<file path="src/rtl/decode_strobe_seq_pkg.sv">
// Shared definitions for the 74x138 strobe sequencer: FSM state encoding,
// phase counter width and small constant helpers.
package decode_strobe_seq_pkg;

    localparam int CNT_W = 4;

    typedef enum logic [1:0] {
        ST_IDLE   = 2'b00,
        ST_SETUP  = 2'b01,
        ST_STROBE = 2'b10,
        ST_HOLD   = 2'b11
    } state_t;

    // Counter reload value for a phase lasting cyc cycles.
    function automatic logic [CNT_W-1:0] phase_load(input int cyc);
        return CNT_W'(cyc - 1);
    endfunction

    // Phase lengths must fit the 4-bit counter and be at least one cycle.
    function automatic logic param_ok(input int cyc);
        return (cyc >= 1) && (cyc <= 15);
    endfunction

endpackage

</file>
<file path="src/rtl/decode_strobe_seq_if.sv">
// Sequencer-side handshake plus decoder drive lines of the strobe sequencer.
interface decode_strobe_seq_if;
    logic       req;
    logic [2:0] sel;
    logic       abort;
    logic       rdy;
    logic       busy;
    logic       done;
    logic [2:0] a;
    logic       g1;
    logic       ng2a;
    logic       ng2b;

    modport master (
        output req, sel, abort,
        input  rdy, busy, done, a, g1, ng2a, ng2b
    );

    modport slave (
        input  req, sel, abort,
        output rdy, busy, done, a, g1, ng2a, ng2b
    );
endinterface

</file>
<file path="src/rtl/decode_strobe_seq_timer.sv">
// Phase timer: loadable 4-bit down-counter that parks at zero and flags it.
module decode_strobe_seq_timer
    import decode_strobe_seq_pkg::*;
(
    input  logic             clk,
    input  logic             nreset,
    input  logic             load,
    input  logic [CNT_W-1:0] load_val,
    output logic             zero
);

    logic [CNT_W-1:0] cnt_r;

    // Count register: load on phase entry, otherwise count down to zero and stop.
    always_ff @(posedge clk or negedge nreset) begin
        if (!nreset) begin
            cnt_r <= {CNT_W{1'b0}};
        end else if (load) begin
            cnt_r <= load_val;
        end else if (cnt_r != {CNT_W{1'b0}}) begin
            cnt_r <= cnt_r - {{(CNT_W-1){1'b0}}, 1'b1};
        end else begin
            cnt_r <= cnt_r;
        end
    end

    assign zero = (cnt_r == {CNT_W{1'b0}});

endmodule

</file>
<file path="src/rtl/decode_strobe_seq.sv">
// Upstream driver for a 74x138 write-unit decoder. Sets up A before the
// enables, strobes the enables for a fixed count, then holds A. A one-entry
// pending slot lets the sequencer post the next select during a strobe.
module decode_strobe_seq
    import decode_strobe_seq_pkg::*;
#(
    parameter int SETUP_CYC  = 1,
    parameter int STROBE_CYC = 2,
    parameter int HOLD_CYC   = 1
) (
    input  logic                clk,
    input  logic                nreset,
    decode_strobe_seq_if.slave  bus
);

    if (!(param_ok(SETUP_CYC) && param_ok(STROBE_CYC) && param_ok(HOLD_CYC))) begin : g_param_err
        $error("decode_strobe_seq: SETUP_CYC, STROBE_CYC and HOLD_CYC must be in 1..15");
    end

    localparam logic [CNT_W-1:0] SETUP_LD  = phase_load(SETUP_CYC);
    localparam logic [CNT_W-1:0] STROBE_LD = phase_load(STROBE_CYC);
    localparam logic [CNT_W-1:0] HOLD_LD   = phase_load(HOLD_CYC);

    state_t           state_r, state_s;
    logic [2:0]       a_r, a_s;
    logic [2:0]       pend_r, pend_s;
    logic             en_r, en_s;
    logic             ng_r;
    logic             rdy_r, rdy_s;
    logic             busy_r, busy_s;
    logic             done_r, done_s;
    logic             load_s;
    logic [CNT_W-1:0] load_val_s;
    logic             zero_s;
    logic             xfer_s;
    logic             hold_fin_s;
    logic             slot_clr_s;
    logic             next_v_s;
    logic [2:0]       next_a_s;

    decode_strobe_seq_timer u_timer (
        .clk      (clk),
        .nreset   (nreset),
        .load     (load_s),
        .load_val (load_val_s),
        .zero     (zero_s)
    );

    assign xfer_s     = bus.req & rdy_r;
    assign hold_fin_s = (state_r == ST_HOLD) && zero_s;
    // At the end of HOLD a transfer arriving with the slot empty is chained
    // exactly as if it had been waiting in the slot.
    assign next_v_s   = !rdy_r || xfer_s;
    assign next_a_s   = rdy_r ? bus.sel : pend_r;

    // FSM state register.
    always_ff @(posedge clk or negedge nreset) begin
        if (!nreset) begin
            state_r <= ST_IDLE;
        end else begin
            state_r <= state_s;
        end
    end

    // Next state, phase timer loads, next address/enable and pending-slot update.
    always_comb begin
        state_s    = state_r;
        a_s        = a_r;
        en_s       = en_r;
        rdy_s      = rdy_r;
        pend_s     = pend_r;
        done_s     = 1'b0;
        load_s     = 1'b0;
        load_val_s = {CNT_W{1'b0}};
        slot_clr_s = 1'b0;

        case (state_r)
            ST_IDLE: begin
                if (xfer_s) begin
                    a_s        = bus.sel;
                    state_s    = ST_SETUP;
                    load_s     = 1'b1;
                    load_val_s = SETUP_LD;
                end else if (!rdy_r) begin
                    a_s        = pend_r;
                    slot_clr_s = 1'b1;
                    state_s    = ST_SETUP;
                    load_s     = 1'b1;
                    load_val_s = SETUP_LD;
                end else begin
                    state_s = ST_IDLE;
                end
            end
            ST_SETUP: begin
                if (bus.abort) begin
                    state_s = ST_IDLE;
                end else if (zero_s) begin
                    state_s    = ST_STROBE;
                    en_s       = 1'b1;
                    load_s     = 1'b1;
                    load_val_s = STROBE_LD;
                end else begin
                    state_s = ST_SETUP;
                end
            end
            ST_STROBE: begin
                // Abort cuts the strobe short but still runs a full HOLD.
                if (bus.abort || zero_s) begin
                    state_s    = ST_HOLD;
                    en_s       = 1'b0;
                    load_s     = 1'b1;
                    load_val_s = HOLD_LD;
                end else begin
                    state_s = ST_STROBE;
                end
            end
            ST_HOLD: begin
                if (zero_s) begin
                    done_s     = 1'b1;
                    slot_clr_s = !rdy_r;
                    if (next_v_s && (next_a_s == a_r)) begin
                        state_s    = ST_STROBE;
                        en_s       = 1'b1;
                        load_s     = 1'b1;
                        load_val_s = STROBE_LD;
                    end else if (next_v_s) begin
                        a_s        = next_a_s;
                        state_s    = ST_SETUP;
                        load_s     = 1'b1;
                        load_val_s = SETUP_LD;
                    end else begin
                        state_s = ST_IDLE;
                    end
                end else begin
                    state_s = ST_HOLD;
                end
            end
            default: begin
                state_s = ST_IDLE;
                en_s    = 1'b0;
            end
        endcase

        // A transfer outside IDLE parks in the slot; it wins over a same-cycle clear.
        if (xfer_s && (state_r != ST_IDLE) && !hold_fin_s) begin
            pend_s = bus.sel;
            rdy_s  = 1'b0;
        end else if (slot_clr_s) begin
            rdy_s = 1'b1;
        end else begin
            rdy_s = rdy_r;
        end

        busy_s = (state_s != ST_IDLE) || !rdy_s;
    end

    // Output and pending-slot registers; reset drops the enables immediately.
    always_ff @(posedge clk or negedge nreset) begin
        if (!nreset) begin
            a_r    <= 3'd0;
            pend_r <= 3'd0;
            en_r   <= 1'b0;
            ng_r   <= 1'b1;
            rdy_r  <= 1'b1;
            busy_r <= 1'b0;
            done_r <= 1'b0;
        end else begin
            a_r    <= a_s;
            pend_r <= pend_s;
            en_r   <= en_s;
            ng_r   <= ~en_s;
            rdy_r  <= rdy_s;
            busy_r <= busy_s;
            done_r <= done_s;
        end
    end

    assign bus.a    = a_r;
    assign bus.g1   = en_r;
    assign bus.ng2a = ng_r;
    assign bus.ng2b = ng_r;
    assign bus.rdy  = rdy_r;
    assign bus.busy = busy_r;
    assign bus.done = done_r;

endmodule

</file>
<file path="src/flat_wrapper.sv">
// flat-port wrapper written by rule: the top's interface ports become plain ports
module decode_strobe_seq_flat import decode_strobe_seq_pkg::*;
#(
    parameter int SETUP_CYC  = 1,
    parameter int STROBE_CYC = 2,
    parameter int HOLD_CYC   = 1
)
  (clk, nreset, bus_req, bus_sel, bus_abort, bus_rdy, bus_busy, bus_done, bus_a, bus_g1, bus_ng2a, bus_ng2b);
  decode_strobe_seq_if bus_i ();
  input  logic clk;
  input  logic nreset;
  input wire logic [$bits(bus_i.req)-1:0] bus_req;
  input wire logic [$bits(bus_i.sel)-1:0] bus_sel;
  input wire logic [$bits(bus_i.abort)-1:0] bus_abort;
  output wire logic [$bits(bus_i.rdy)-1:0] bus_rdy;
  output wire logic [$bits(bus_i.busy)-1:0] bus_busy;
  output wire logic [$bits(bus_i.done)-1:0] bus_done;
  output wire logic [$bits(bus_i.a)-1:0] bus_a;
  output wire logic [$bits(bus_i.g1)-1:0] bus_g1;
  output wire logic [$bits(bus_i.ng2a)-1:0] bus_ng2a;
  output wire logic [$bits(bus_i.ng2b)-1:0] bus_ng2b;
  assign bus_i.req = bus_req;
  assign bus_i.sel = bus_sel;
  assign bus_i.abort = bus_abort;
  assign bus_rdy = bus_i.rdy;
  assign bus_busy = bus_i.busy;
  assign bus_done = bus_i.done;
  assign bus_a = bus_i.a;
  assign bus_g1 = bus_i.g1;
  assign bus_ng2a = bus_i.ng2a;
  assign bus_ng2b = bus_i.ng2b;
  decode_strobe_seq #(.SETUP_CYC(SETUP_CYC), .STROBE_CYC(STROBE_CYC), .HOLD_CYC(HOLD_CYC)) u_core (.clk(clk), .nreset(nreset), .bus(bus_i));
endmodule
</file>
<file path="config.mk">
export PLATFORM = sky130hd
export DESIGN_NAME = decode_strobe_seq_flat
export DESIGN_NICKNAME = d
export VERILOG_FILES = /design/src/rtl/decode_strobe_seq_pkg.sv /design/src/rtl/decode_strobe_seq_if.sv /design/src/rtl/decode_strobe_seq_timer.sv /design/src/rtl/decode_strobe_seq.sv /design/src/flat_wrapper.sv
export SDC_FILE = /design/constraint.sdc
export NUM_CORES = 1
export LEC_CHECK = 0
export ABC_CLOCK_PERIOD_IN_PS = 2150
export CORE_MARGIN = 3
export CORE_UTILIZATION = 47
export CTS_CLUSTER_SIZE = 16
export DETAILED_ROUTE_END_ITERATION = 8
export PLACE_DENSITY = 0.74
export SKIP_LAST_GASP = 1
export SLEW_MARGIN = 20
export SYNTH_ARGS = -nofsm -noshare
export SYNTH_HDL_FRONTEND = slang
export SYNTH_HIERARCHICAL = 1
export SYNTH_SLANG_ARGS = --single-unit
</file>
<file path="constraint.sdc">
create_clock -name clk -period 2.15 [get_ports clk]
set_input_delay 0.645 -clock clk [delete_from_list [all_inputs] [get_ports clk]]
set_output_delay 0.645 -clock clk [all_outputs]
set_load 0.05 [all_outputs]
</file>
# == After elaboration in Yosys (flattened, before gate mapping) ==
# Index checks and enable logic that the tools add are counted.
# word_totals
register_bits,17
in_bits,7
output_inout_bits,9
wordCells,83
# classes
addsub,1
n_eq_ne,8
mux,44
bitwise,2
n_reduce_logical,19
# ops
operator,count
$mux W1,23
$mux W3,6
$mux W4,4
$pmux W4 S3,1
$mux W2,5
$pmux W2 S4,1
$reduce_bool A2 Y1,4
$pmux W3 S2,1
$reduce_and A5 Y1,1
$eq A2 B2 Y1 const B,2
$logic_and A1 B1 Y1,4
$logic_not A4 Y1,1
$ne A2 B1 Y1 const B,2
$pmux W1 S4,1
$reduce_bool A4 Y1,1
$sub A4 B1 Y4 const B,1
$eq A3 B3 Y1,1
$logic_not A1 Y1,3
$logic_or A1 B1 Y1,3
$ne A3 B3 Y1 const B,1
$pmux W1 S3,1
$eq A2 B1 Y1 const B,1
$logic_not A2 Y1,1
$ne A2 B2 Y1 const B,1
other kinds (4),4

# == Longest topological paths before layout ==
# Gate-level depths: netlist of the first run.
# logic_depth
word_depth,8
depth_mapped,8
depth_no_buf,7

# == Modules after synthesis ==
# Netlist of the first run, hierarchy kept.
# by_module_without_submodules
mod,instances,cells_per_inst,area_per_inst_um2,seq_area_each_um2
decode_strobe_seq,1,77,809.5,327.8
decode_strobe_seq_timer,1,22,234.0,100.1

# == Worst setup path before layout of the first run ==
# OpenSTA, ideal clock, no wires.
# synth_path
path_kind,flip-flop to flip-flop
start,register u_core.u_timer.cnt_r[0]
end,register u_core.u_timer.cnt_r[3]
t_arrival_ns,1.898
required_ns,2.024
path_slack_ns,0.125
path_stages_with_launch,9
path_cell_list,dfrtp_1 -> inv_1 -> ha_1 -> nor3b_4 -> nor2_1 -> o32ai_1 -> clkbuf_1 -> nor3_1 -> a221o_1
# synth_via
elab_chain_len,5
word_cells_on_any_way,12
classes_between,1 x add/sub; 7 x mux; 4 x reduce/logical
# synth_lines
element,line,rtl
"start, declared",decode_strobe_seq_timer.sv:12,logic [CNT_W-1:0] cnt_r;
"start signal, assigned",decode_strobe_seq_timer.sv:17,cnt_r <= {CNT_W{1'b0}};
"start signal, assigned",decode_strobe_seq_timer.sv:19,cnt_r <= load_val;
"start signal, assigned",decode_strobe_seq_timer.sv:21,"cnt_r <= cnt_r - {{(CNT_W-1){1'b0}}, 1'b1};"
$logic_not A4 Y1 *,decode_strobe_seq_timer.sv:27,assign zero = (cnt_r == {CNT_W{1'b0}});
via u_core.zero_s,decode_strobe_seq.sv:34,logic zero_s;
$mux W1 / $logic_or A1 B1 Y1 (equally long branches),"decode_strobe_seq.sv:97, decode_strobe_seq.sv:108",
$mux W1 (on tied branches),"decode_strobe_seq.sv:95, decode_strobe_seq.sv:108",
$pmux W1 S4 *,decode_strobe_seq.sv:77,case (state_r)
via u_core.load_s,decode_strobe_seq.sv:32,logic load_s;
$mux W4 / $reduce_bool A2 Y1 (equally long branches),n/a,
# The timed path passes the listed nets; every way through them passes the cells marked *. The select of a mux whose other input is x is not followed.
# A chain may end at the register's enable or synchronous reset.

# == Final worst setup path of the first run ==
# layout_path
start,register u_core.done_r (netlist: u_core/bus.done)
end,output port bus_done
# layout_rtl
element,line,rtl
"start, declared",decode_strobe_seq.sv:31,"logic done_r, done_s;"
"start signal, assigned",decode_strobe_seq.sv:174,done_r <= done_s;
"end, declared",flat_wrapper.sv:17,output wire logic [$bits(bus_i.done)-1:0] bus_done;
# No word-level cell between the ends.

==> impl_metrics.ini, run 1 <==
[run_status]
outcome = finished clean

[place]
dp_slack_ns = -0.0924
hpwl_um = 1500
io_buffers = 15
gp_congestion = 0.791
dp_cells = 150

[critical_path]
path_delay_family = buffers and inverters
cp.depth = 1
cp_slowest_cell = clkdlybuf4s50_1
max_stage_delay_ns = 0.79
cp-startpoint = u_core/bus.done
r2r-end = u_core/bus.a[2]
r2r_cells = 7
critPathMaxFanout = 1
endpoint = bus_done
worstPathRequired_ns = 1.50
crit_arrival_ns = 1.42
startpoint_type = flip-flop
cp_cell_sequence = clkdlybuf4s50_1
crit_path_end_kind = output pin
rrSetupSlack_ns = 0.14
path_class = reg2out
critPathBufInv = 1
timing.rr.start = u_core/u_timer/cnt_r[0]

[power_and_ir_drop]
peakVddDrop_v = 0.000944
leakagePower_nw = 0.595
pwr_density_cell_nw_per_um2 = 1500

[sta]
period_share_pct = 95.8
setup_ws_ns = 0.0895
maxSlewViolCount = 0
setup_violations = 0
whs_ns = 0.535
worst_clock_skew_ns = 0.00119
fmax_mhz = 485
tns_ns = 0
min_period_ns = 2.06
rsz0062_at_grt = true
finalHoldViolCount = 0

[flow_run]
maxCapViolCount = 0

[logic_synthesis]
synth_area_leader_cell = dfrtp_1
yosysTopAreaCellShare_pct = 36.0
async_reset_ff_share_pct = 100
syn_avg_cell_area_um2 = 10.5
ys.flop_type = dfrtp_1
yosysSeqAreaShare_pct = 41.0
synthCells = 99
synth-seq-cells = 17
synth-edff-count = 0
ys_types = 37
yosys-top-cells-area = dfrtp_1, mux2_2, ha_1
yosys_warnings = 6
synth.cell_area_um2 = 1040

[route]
drt-met1-wl_um = 914
vias_per_cell = 5.27
drc = 0
ant_nets = 0
topRoutingLayerUsed = met3
vias = 822
first_pass_iters = 5
wirelength_um = 1990
drt_iter0_drc = 16
routedWlPerCell_um = 12.8
route.met2.wl_um = 969
dr_wl_met3_um = 105

[floorplanning]
start_util_pct = 51.6
die_y_um = 53.1
die_area_um2 = 2820
die_w_um = 53.1
core_um2 = 2020
rows = 16
io_pins = 16

[clocking]
cts-root-buf = clkbuf_4
cts_htree_levels = 1
clock-sinks = 17
cts_tree = yes
cts_buffers = 3
clk_pin_slew_ns = 0.09
ctsHoldBuffers = 0
insertion_delay_ns = 0.28
cts_buffer_depth = 2

[global_routing]
grt_pass1_wl_um = 3430
track_usage_pct = 16.4
grt_pass1_vias = 772
grt_max_degree = 18
antenna_found_initial = 0
grt-ovfl-total = 0

[finish]
final_cell_count_no_fill = 156
fin_nets = 142
diodes = 0
drive_above_1_share_pct = 30.2
area_growth_pct = 28.2

[worst_hold_path]
hp-class = reg2reg
==> metal layers <==
layer | global-route usage [%] | up-vias
met5 | 0 | -
met4 | 5.11 | 0
met3 | 2.54 | 0
met2 | 27.3 | 23
met1 | 21.8 | 394
li1 | - | 405
==> registers in the layout (all words and copies together) (netlist names), named ones only <==
signal / cells
u_core/u_timer/cnt_r: 4
u_core/bus.a: 3
u_core/pend_r: 3
u_core/state_r: 2
u_core/bus.busy: 1
u_core/bus.done: 1
u_core/bus.ng2a: 1
u_core/bus.rdy: 1
==> placed cells by master, fill, tap and decap left out, types with 3 or more instances in the layout <==
master	count
mux2i_1	5
nor2_1	3
ha_1	5
clkdlybuf4s50_1	8
xor2_1	3
nor3_1	3
mux2_2	10
conb_1	3
inv_1	5
o21ai_0	5
buf_4	20
clkbuf_4	3
nor2b_1	6
a21oi_1	3
dfrtp_1	15
nand2_1	5
==> where the power goes <==
group	internal [W]	switching, W	total [W]
Combinational	0.000585	0.000667	0.00125
Clock	0.0000719	0.0000890	0.000161
Sequential	0.000468	0.000130	0.000599
Total	0.00113	0.000886	0.00201
==> worst min-delay path by stage <==
stage | cells after the start | slack (ns) | from | end
6_report | 1 | 0.54 | u_core/pend_r[0] | u_core/pend_r[0]
5_1_grt | 1 | 0.57 | u_core/pend_r[2] | u_core/pend_r[2]
4_1_cts | 1 | 0.54 | u_core/pend_r[0] | u_core/pend_r[0]
3_5_place_dp | 1 | 0.52 | u_core/pend_r[0] | u_core/pend_r[0]
3_3_place_gp | 1 | 0.51 | u_core/pend_r[0] | u_core/pend_r[0]
2_1_floorplan | 0 | 0.35 | nreset | asynchronous set/reset pin
==> cell type report <==
cell class / instances / area [um^2]
timing repair buffer: 29 / 250
fill: 165 / 684
tap: 27 / 33.8
sequential: 17 / 428
inverter: 5 / 18.8
multi-input combinational: 74 / 581
clock buffer: 4 / 26.3
==> cells in the mapped netlist (2+ instances only) <==
master     n
a21oi_1    3
a221o_1    2
and2_1     2
clkbuf_1   2
dfrtp_1   15
dfstp_2    2
ha_1       5
inv_1      5
mux2_2    10
mux2i_1    5
nand2_1    5
nand2b_1   2
nor2_1     3
nor2b_1    6
nor3_1     3
nor3b_1    2
o21ai_0    5
xor2_1     3
==> per-stage QoR <==
step / power [W] / cell area [um^2] / util (%)
after floorplan: 0.00147 / 1050 / -
after global placement: 0.00177 / 1290 / 63.7
after detailed placement: 0.00182 / 1290 / 63.7
after CTS: 0.00202 / 1330 / 65.8
after global routing: 0.00216 / 1340 / 66.2
final: 0.00201 / 1340 / 66.2
==> cell families (layout without fill, tap and decap cells) <==
logic type,after synthesis,in the layout,synth area share (%)
AND/OR/NAND/NOR,29,29,16.5
AO/OA/AOI/OAI,18,18,12.4
flip-flops,17,17,41.0
multiplexers,15,15,15.6
buffers and inverters,10,38,4.80
adder cells (fa/ha/maj),5,5,6.00
XOR/XNOR,4,4,3.36
other,1,3,0.359
==> timing repair <==
| action | CTS | global route |
|---|---|---|
| gates resized for setup | 0 | 1 |
| pin swaps | 0 | 0 |
| setup buffers | 2 | 0 |
| endpoints found under the setup margin | 4 | 3 |
(Power assumes the default switching activity.)
==> run 2: changes to the inputs <==
ABC_AREA = 1   (was not set)
CORE_UTILIZATION = 48   (was 47)
REMOVE_ABC_BUFFERS = 1   (was not set)
==> run 2 against run 1 <==
Effect of this change:
- setup slack worse by 0.0072 ns
- combinational power up 5%
- sequential power up 6.2%
- critical path type unchanged
- global-route usage up 2.6 points
- wire length increased by 17%
- critical path depth unchanged
- sequential share of layout area down 0.76 points
- fmax decreased by 0.35%
- die area rose by 6.7%
- register-to-register slack gained 0.08 ns
- area after synthesis up 9.8%
- flip-flop and latch count unchanged
==> impl_metrics.ini, run 2 <==
[floorplanning]
die_w_um = 54.9
core_um2 = 2230
die_area_um2 = 3010
die_y_um = 54.9
rows = 17
start_util_pct = 51.3
io_pins = 16

[power_and_ir_drop]
pwr_density_cell_nw_per_um2 = 1550
peakVddDrop_v = 0.000890
internal_power_w = 0.00102
clkPwrFrac_pct = 8.0
seqPwrFrac_pct = 30.0
leakagePower_nw = 0.711
pwr-share-comb_pct = 62.0
p_sw_w = 0.00110
swShare_pct = 51.9

[global_routing]
grt-ovfl-total = 0
grt_max_degree = 12
grt_pass1_vias = 968
grt_pass1_wl_um = 4090
antenna_found_initial = 0
track_usage_pct = 19.0

[logic_synthesis]
syn_avg_cell_area_um2 = 7.39
synth_most_common_cell = nand2_1
yosys-top-cells-area = dfrtp_1, nand2_1, inv_1
yosysSeqAreaShare_pct = 37.3
synth_area_leader_cell = dfrtp_1
ys_types = 30
synth-edff-count = 0
yosys_warnings = 6
synth_common_cells = nand2_1, inv_1, o21ai_0
ys.flop_type = dfrtp_1
async_reset_ff_share_pct = 100
synthCells = 155
synth.cell_area_um2 = 1150
yosysTopAreaCellShare_pct = 32.8
synth-seq-cells = 17

[clocking]
ctsHoldBuffers = 0
cts-root-buf = clkbuf_4
cts_tree = yes
clock-sinks = 17
insertion_delay_ns = 0.29
cts_buffers = 3
cts_setup_buffers = 0
clk_pin_slew_ns = 0.10
cts_buffer_depth = 2
cts_htree_levels = 1

[route]
vias_per_cell = 4.97
first_pass_iters = 4
drc = 0
route.met2.wl_um = 1060
drt_iter0_drc = 30
wirelength_um = 2330
topRoutingLayerUsed = met4
drt-met1-wl_um = 1140
ant_nets = 0
routedWlPerCell_um = 11.4
vias = 1013
dr_wl_met3_um = 112

[critical_path]
cp_cell_sequence = clkdlybuf4s50_1
crit_path_end_kind = output pin
worstPathRequired_ns = 1.50
critPathBufInv = 1
crit_arrival_ns = 1.42
cp_slowest_cell = clkdlybuf4s50_1
path_delay_family = buffers and inverters
path_class = reg2out
max_stage_delay_ns = 0.79
startpoint_type = flip-flop
critPathMaxFanout = 1

[sta]
relSlewSlack_pct = 65.1
worst_clock_skew_ns = 0.00570
fmax_mhz = 484
min_period_ns = 2.07
whs_ns = 0.481
rsz0062_at_grt = false
worstMarginPinSlew_ns = 0.522
maxSlewViolCount = 0
finalHoldViolCount = 0
setup_ws_ns = 0.0823
setup_violations = 0
period_share_pct = 96.2

[place]
gp_congestion = 0.800
hpwl_um = 1840
io_buffers = 15
dp_slack_ns = -0.0817

[finish]
largest-register = u_core/u_timer/cnt_r
largest_reg_flops = 4
diodes = 0
fillers = 215
drive_above_1_share_pct = 19.3
area_growth_pct = 19.5
fin_nets = 189
final_common_cell = nand2_1
final_cell_mix = nand2_1, inv_1, o21ai_0, dfrtp_1, nand3_1

[flow_run]
maxCapViolCount = 0

[run_status]
outcome = finished clean

[worst_hold_path]
hp-class = reg2reg
-- run 2: changes by cell type after synthesis, sizes merged, moves of 3 or more --
cell	previous run	this run
clkbuf	3	0
inv	5	26
mux2	10	0
mux2i	5	0
nand2	5	46
nand3	1	14
nor2	3	10
nor2b	6	0
nor3	3	0
nor3b	3	0
o21ai	6	21
xor2	3	0
-- run 2: power by group through the flow --
stage	clock (W)	sequential [W]	combinational (W)
after floorplan	0	0.000864	0.000720
after global placement	0	0.000638	0.00126
after detailed placement	0	0.000640	0.00129
after CTS	0.000178	0.000637	0.00130
after global routing	0.000197	0.000661	0.00147
final	0.000169	0.000636	0.00131
-- run 2: logic make-up (layout without fill, tap and decap cells) --
family          Yosys count  in the layout  synth area share [%]
compound gates           29             29                  14.2
xor+xnor                  1              1                 0.764
fa+ha+maj                 5              5                  5.46
buf+inv                  29             48                  11.2
flops                    17             17                  37.3
other cells               1              3                 0.327
simple gates             73             73                  30.7
-- run 2: metal layers --
layer | GRT usage, % | vias up
li1 | - | 533
met1 | 25.4 | 457
met2 | 29.5 | 21
met3 | 3.54 | 2
met4 | 8.30 | 0
met5 | 0 | -
-- run 2: final timing paths --
| check | depth (start not counted) | startpoint | slack, ns | to |
|---|---|---|---|---|
| worst max-delay path | 1 | u_core/bus.busy | 0.08 | bus_busy |
| worst min-delay path | 1 | flip-flop | 0.48 | u_core/bus.ng2a |
| worst max register to register | 13 | u_core/u_timer/cnt_r[0] | 0.22 | u_core/u_timer/cnt_r[3] |
| worst min register to register | 1 | flip-flop | 0.48 | u_core/bus.ng2a |
| max in group asynchronous | 2 | nreset | 0.96 | u_core/pend_r[0] |
| min in group asynchronous | 1 | nreset | 0.69 | u_core/pend_r[2] |
-- run 2: repair_timing --
| action | in CTS | in global routing |
|---|---|---|
| setup endpoints to repair | 0 | 4 |
| endpoints found under the hold margin | 0 | 0 |
| gates resized for setup | 0 | 5 |
-- run 2: cell type report --
class	count	area, um^2	area share (%)
multi-input combinational	111	608	44.4
sequential	17	428	31.2
tap	28	35.0	2.56
timing repair buffer	18	168	12.2
clock buffer	4	26.3	1.92
inverter	26	105	7.67
-- run 2: metrics by stage --
stage	cells	setup TNS, ns	instance area, um^2	power (W)	utilization (%)
floorplan	154	0	1130	0.00158	-
global placement	200	-0.00944	1330	0.00190	59.7
detailed placement	200	-0.233	1330	0.00193	59.7
CTS	204	0	1360	0.00211	60.8
global route	204	0	1370	0.00233	61.3
finish	204	0	1370	0.00212	61.3
==> run 3: changes to the inputs <==
--- a/config.mk
+++ b/config.mk
@@ -8,8 +8,8 @@
 export ABC_AREA = 1
-export ABC_CLOCK_PERIOD_IN_PS = 2150
+export ABC_CLOCK_PERIOD_IN_PS = 1950
 export CORE_MARGIN = 3
-export CORE_UTILIZATION = 48
+export CORE_UTILIZATION = 53
 export CTS_CLUSTER_SIZE = 16
 export DETAILED_ROUTE_END_ITERATION = 8
-export PLACE_DENSITY = 0.74
+export PLACE_DENSITY = 0.78
 export REMOVE_ABC_BUFFERS = 1
==> constraint.sdc (replaced) <==
create_clock -name clk -period 1.95 [get_ports clk]
set_input_delay 0.2925 -clock clk [delete_from_list [all_inputs] [get_ports clk]]
set_output_delay 0.2925 -clock clk [all_outputs]
set_load 0.05 [all_outputs]
==> run 3 against run 2 <==
Effect of this change:
- count of clock-buffer cells in the layout down 1
- hold slack worse by 0.17 ns
- setup slack better by 0.026 ns
- largest cell class unchanged
- final cell count up 2.5%
- register-to-register slack worse by 0.11 ns
- clock skew about the same
- die area down 8.4%
- sequential share of layout area down 1.4 points
- design area up 4.7%
- sequential power up 10%
==> impl_metrics.ini, run 3 (synthesized netlist as in run 2, its figures left out) <==
[sta]
setup_ws_ns = 0.108
maxSlewViolCount = 0
finalHoldViolCount = 0
min_period_ns = 1.84
period_share_pct = 94.4
fmax_mhz = 543
worst_clock_skew_ns = 0.00602
setup_violations = 0
tns_ns = 0
whs_ns = 0.308
rsz0062_at_grt = true

[finish]
diodes = 0
final_common_cell = nand2_1
fin_nets = 195
largest-register = u_core/u_timer/cnt_r
final_util_pct = 71.6
drive_above_1_share_pct = 23.6
largest_reg_flops = 4
final_cell_mix = nand2_1, inv_1, dfrtp_1
area_growth_pct = 25.1

[floorplanning]
io_pins = 16
start_util_pct = 57.2
rows = 16
die_w_um = 52.5
core_um2 = 2000
die_area_um2 = 2760
die_y_um = 52.5

[power_and_ir_drop]
swShare_pct = 52.4
clkPwrFrac_pct = 7.8
internal_power_w = 0.00119
pwr-share-comb_pct = 64.3
pwr_density_cell_nw_per_um2 = 1750
leakagePower_nw = 0.731
peakVddDrop_v = 0.000944
seqPwrFrac_pct = 27.9
p_sw_w = 0.00131

[route]
ant_nets = 0
drc = 0
vias_per_cell = 5.30
vias = 1107
first_pass_iters = 4
routedWlPerCell_um = 13.0
wirelength_um = 2720
drt_iter0_drc = 28

[critical_path]
worstPathRequired_ns = 2.13
endpoint = u_core/u_timer/cnt_r[1]
startpoint_type = flip-flop
timing.rr.start = u_core/u_timer/cnt_r[0]
crit_path_end_kind = flip-flop
cp-startpoint = u_core/u_timer/cnt_r[0]
max_stage_delay_ns = 0.40
cp_slowest_cell = dfrtp_1
r2r_cells = 11
cp_cell_sequence = inv_2 > ha_2 > nand2_1 > inv_2 > nand2_1 > inv_2 > nor2_1 > o22ai_2 > o21ai_0 > nand2_1 > o21ai_0
r2r-end = u_core/u_timer/cnt_r[1]
path_class = reg2reg
crit_arrival_ns = 2.02
rrSetupSlack_ns = 0.11
critPathMaxFanout = 6

[clocking]
insertion_delay_ns = 0.29
cts_tree = yes
clock-sinks = 17
cts_buffer_depth = 2
clk_pin_slew_ns = 0.11
cts_buffers = 3
cts-root-buf = clkbuf_4
cts_htree_levels = 1

[global_routing]
grt_pass1_wl_um = 4570
track_usage_pct = 21.9
grt_max_degree = 18
grt_pass1_vias = 1061
grt-ovfl-total = 0
antenna_found_initial = 0

[flow_run]
maxCapViolCount = 0

[place]
gp_congestion = 0.979
hpwl_um = 1920
dp_slack_ns = -0.0844
io_buffers = 15

[run_status]
outcome = finished clean

[worst_hold_path]
hp-class = in2async
-- run 3: layer usage --
metal	global-route usage, %	wire [um]	up-vias
li1	-	-	550
met1	27.9	1180	523
met2	38.0	1390	30
met3	2.56	125	4
met4	6.81	36	0
met5	0	0	-
-- run 3: what timing repair did --
action	4_1_cts	5_1_grt
hold buffers	0	0
resized for setup	1	13
pin swaps	0	5
setup buffers	0	6
setup endpoints to repair	4	4
-- run 3: stage by stage --
step / instance area, um^2 / cells / power [W]
2_1_floorplan: 1130 / 154 / 0.00175
4_1_cts: 1360 / 203 / 0.00235
3_5_place_dp: 1330 / 199 / 0.00213
5_1_grt: 1430 / 209 / 0.00270
6_report: 1430 / 209 / 0.00251
3_3_place_gp: 1330 / 199 / 0.00207
-- run 3: worst min path at each step --
| stage | cells past startpoint | end | slack [ns] | from |
|---|---|---|---|---|
| 6_report | 2 | u_core/bus.a[1] | 0.31 | nreset |
| 5_1_grt | 2 | u_core/bus.a[1] | 0.33 | nreset |
| 4_1_cts | 2 | u_core/bus.a[1] | 0.32 | nreset |
| 3_5_place_dp | 1 | u_core/bus.ng2a | 0.48 | flip-flop |
| 3_3_place_gp | 1 | u_core/bus.ng2a | 0.47 | flip-flop |
| 2_1_floorplan | 0 | asynchronous set/reset pin | -0.003 | nreset |
-- run 3: worst max-delay path: cells and delay by family, from the launching register on --
family	cells	cell delay (ns)
and+or+nand+nor	4	0.33
adders and majority gates	1	0.18
AOI/OAI and AO/OA	3	0.51
buffers and inverters	3	0.30
DFF	1	0.40
-- run 3: power by group through the flow --
stage               Sequential, W  Clock, W  Combinational [W]
floorplan                0.000952         0           0.000793
global placement         0.000691         0            0.00138
detailed placement       0.000704         0            0.00143
CTS                      0.000698  0.000203            0.00145
global route             0.000723  0.000214            0.00177
finish                   0.000700  0.000195            0.00161
-- run 3: final cells by class --
class / instances / area (um^2)
multi-input cells: 111 / 629
fillers: 164 / 568
flip-flops and latches: 17 / 428
repair buffers: 24 / 210
inverters: 26 / 105
well taps: 27 / 33.8
clock buffers: 3 / 22.5
clock inverters: 1 / 5.00
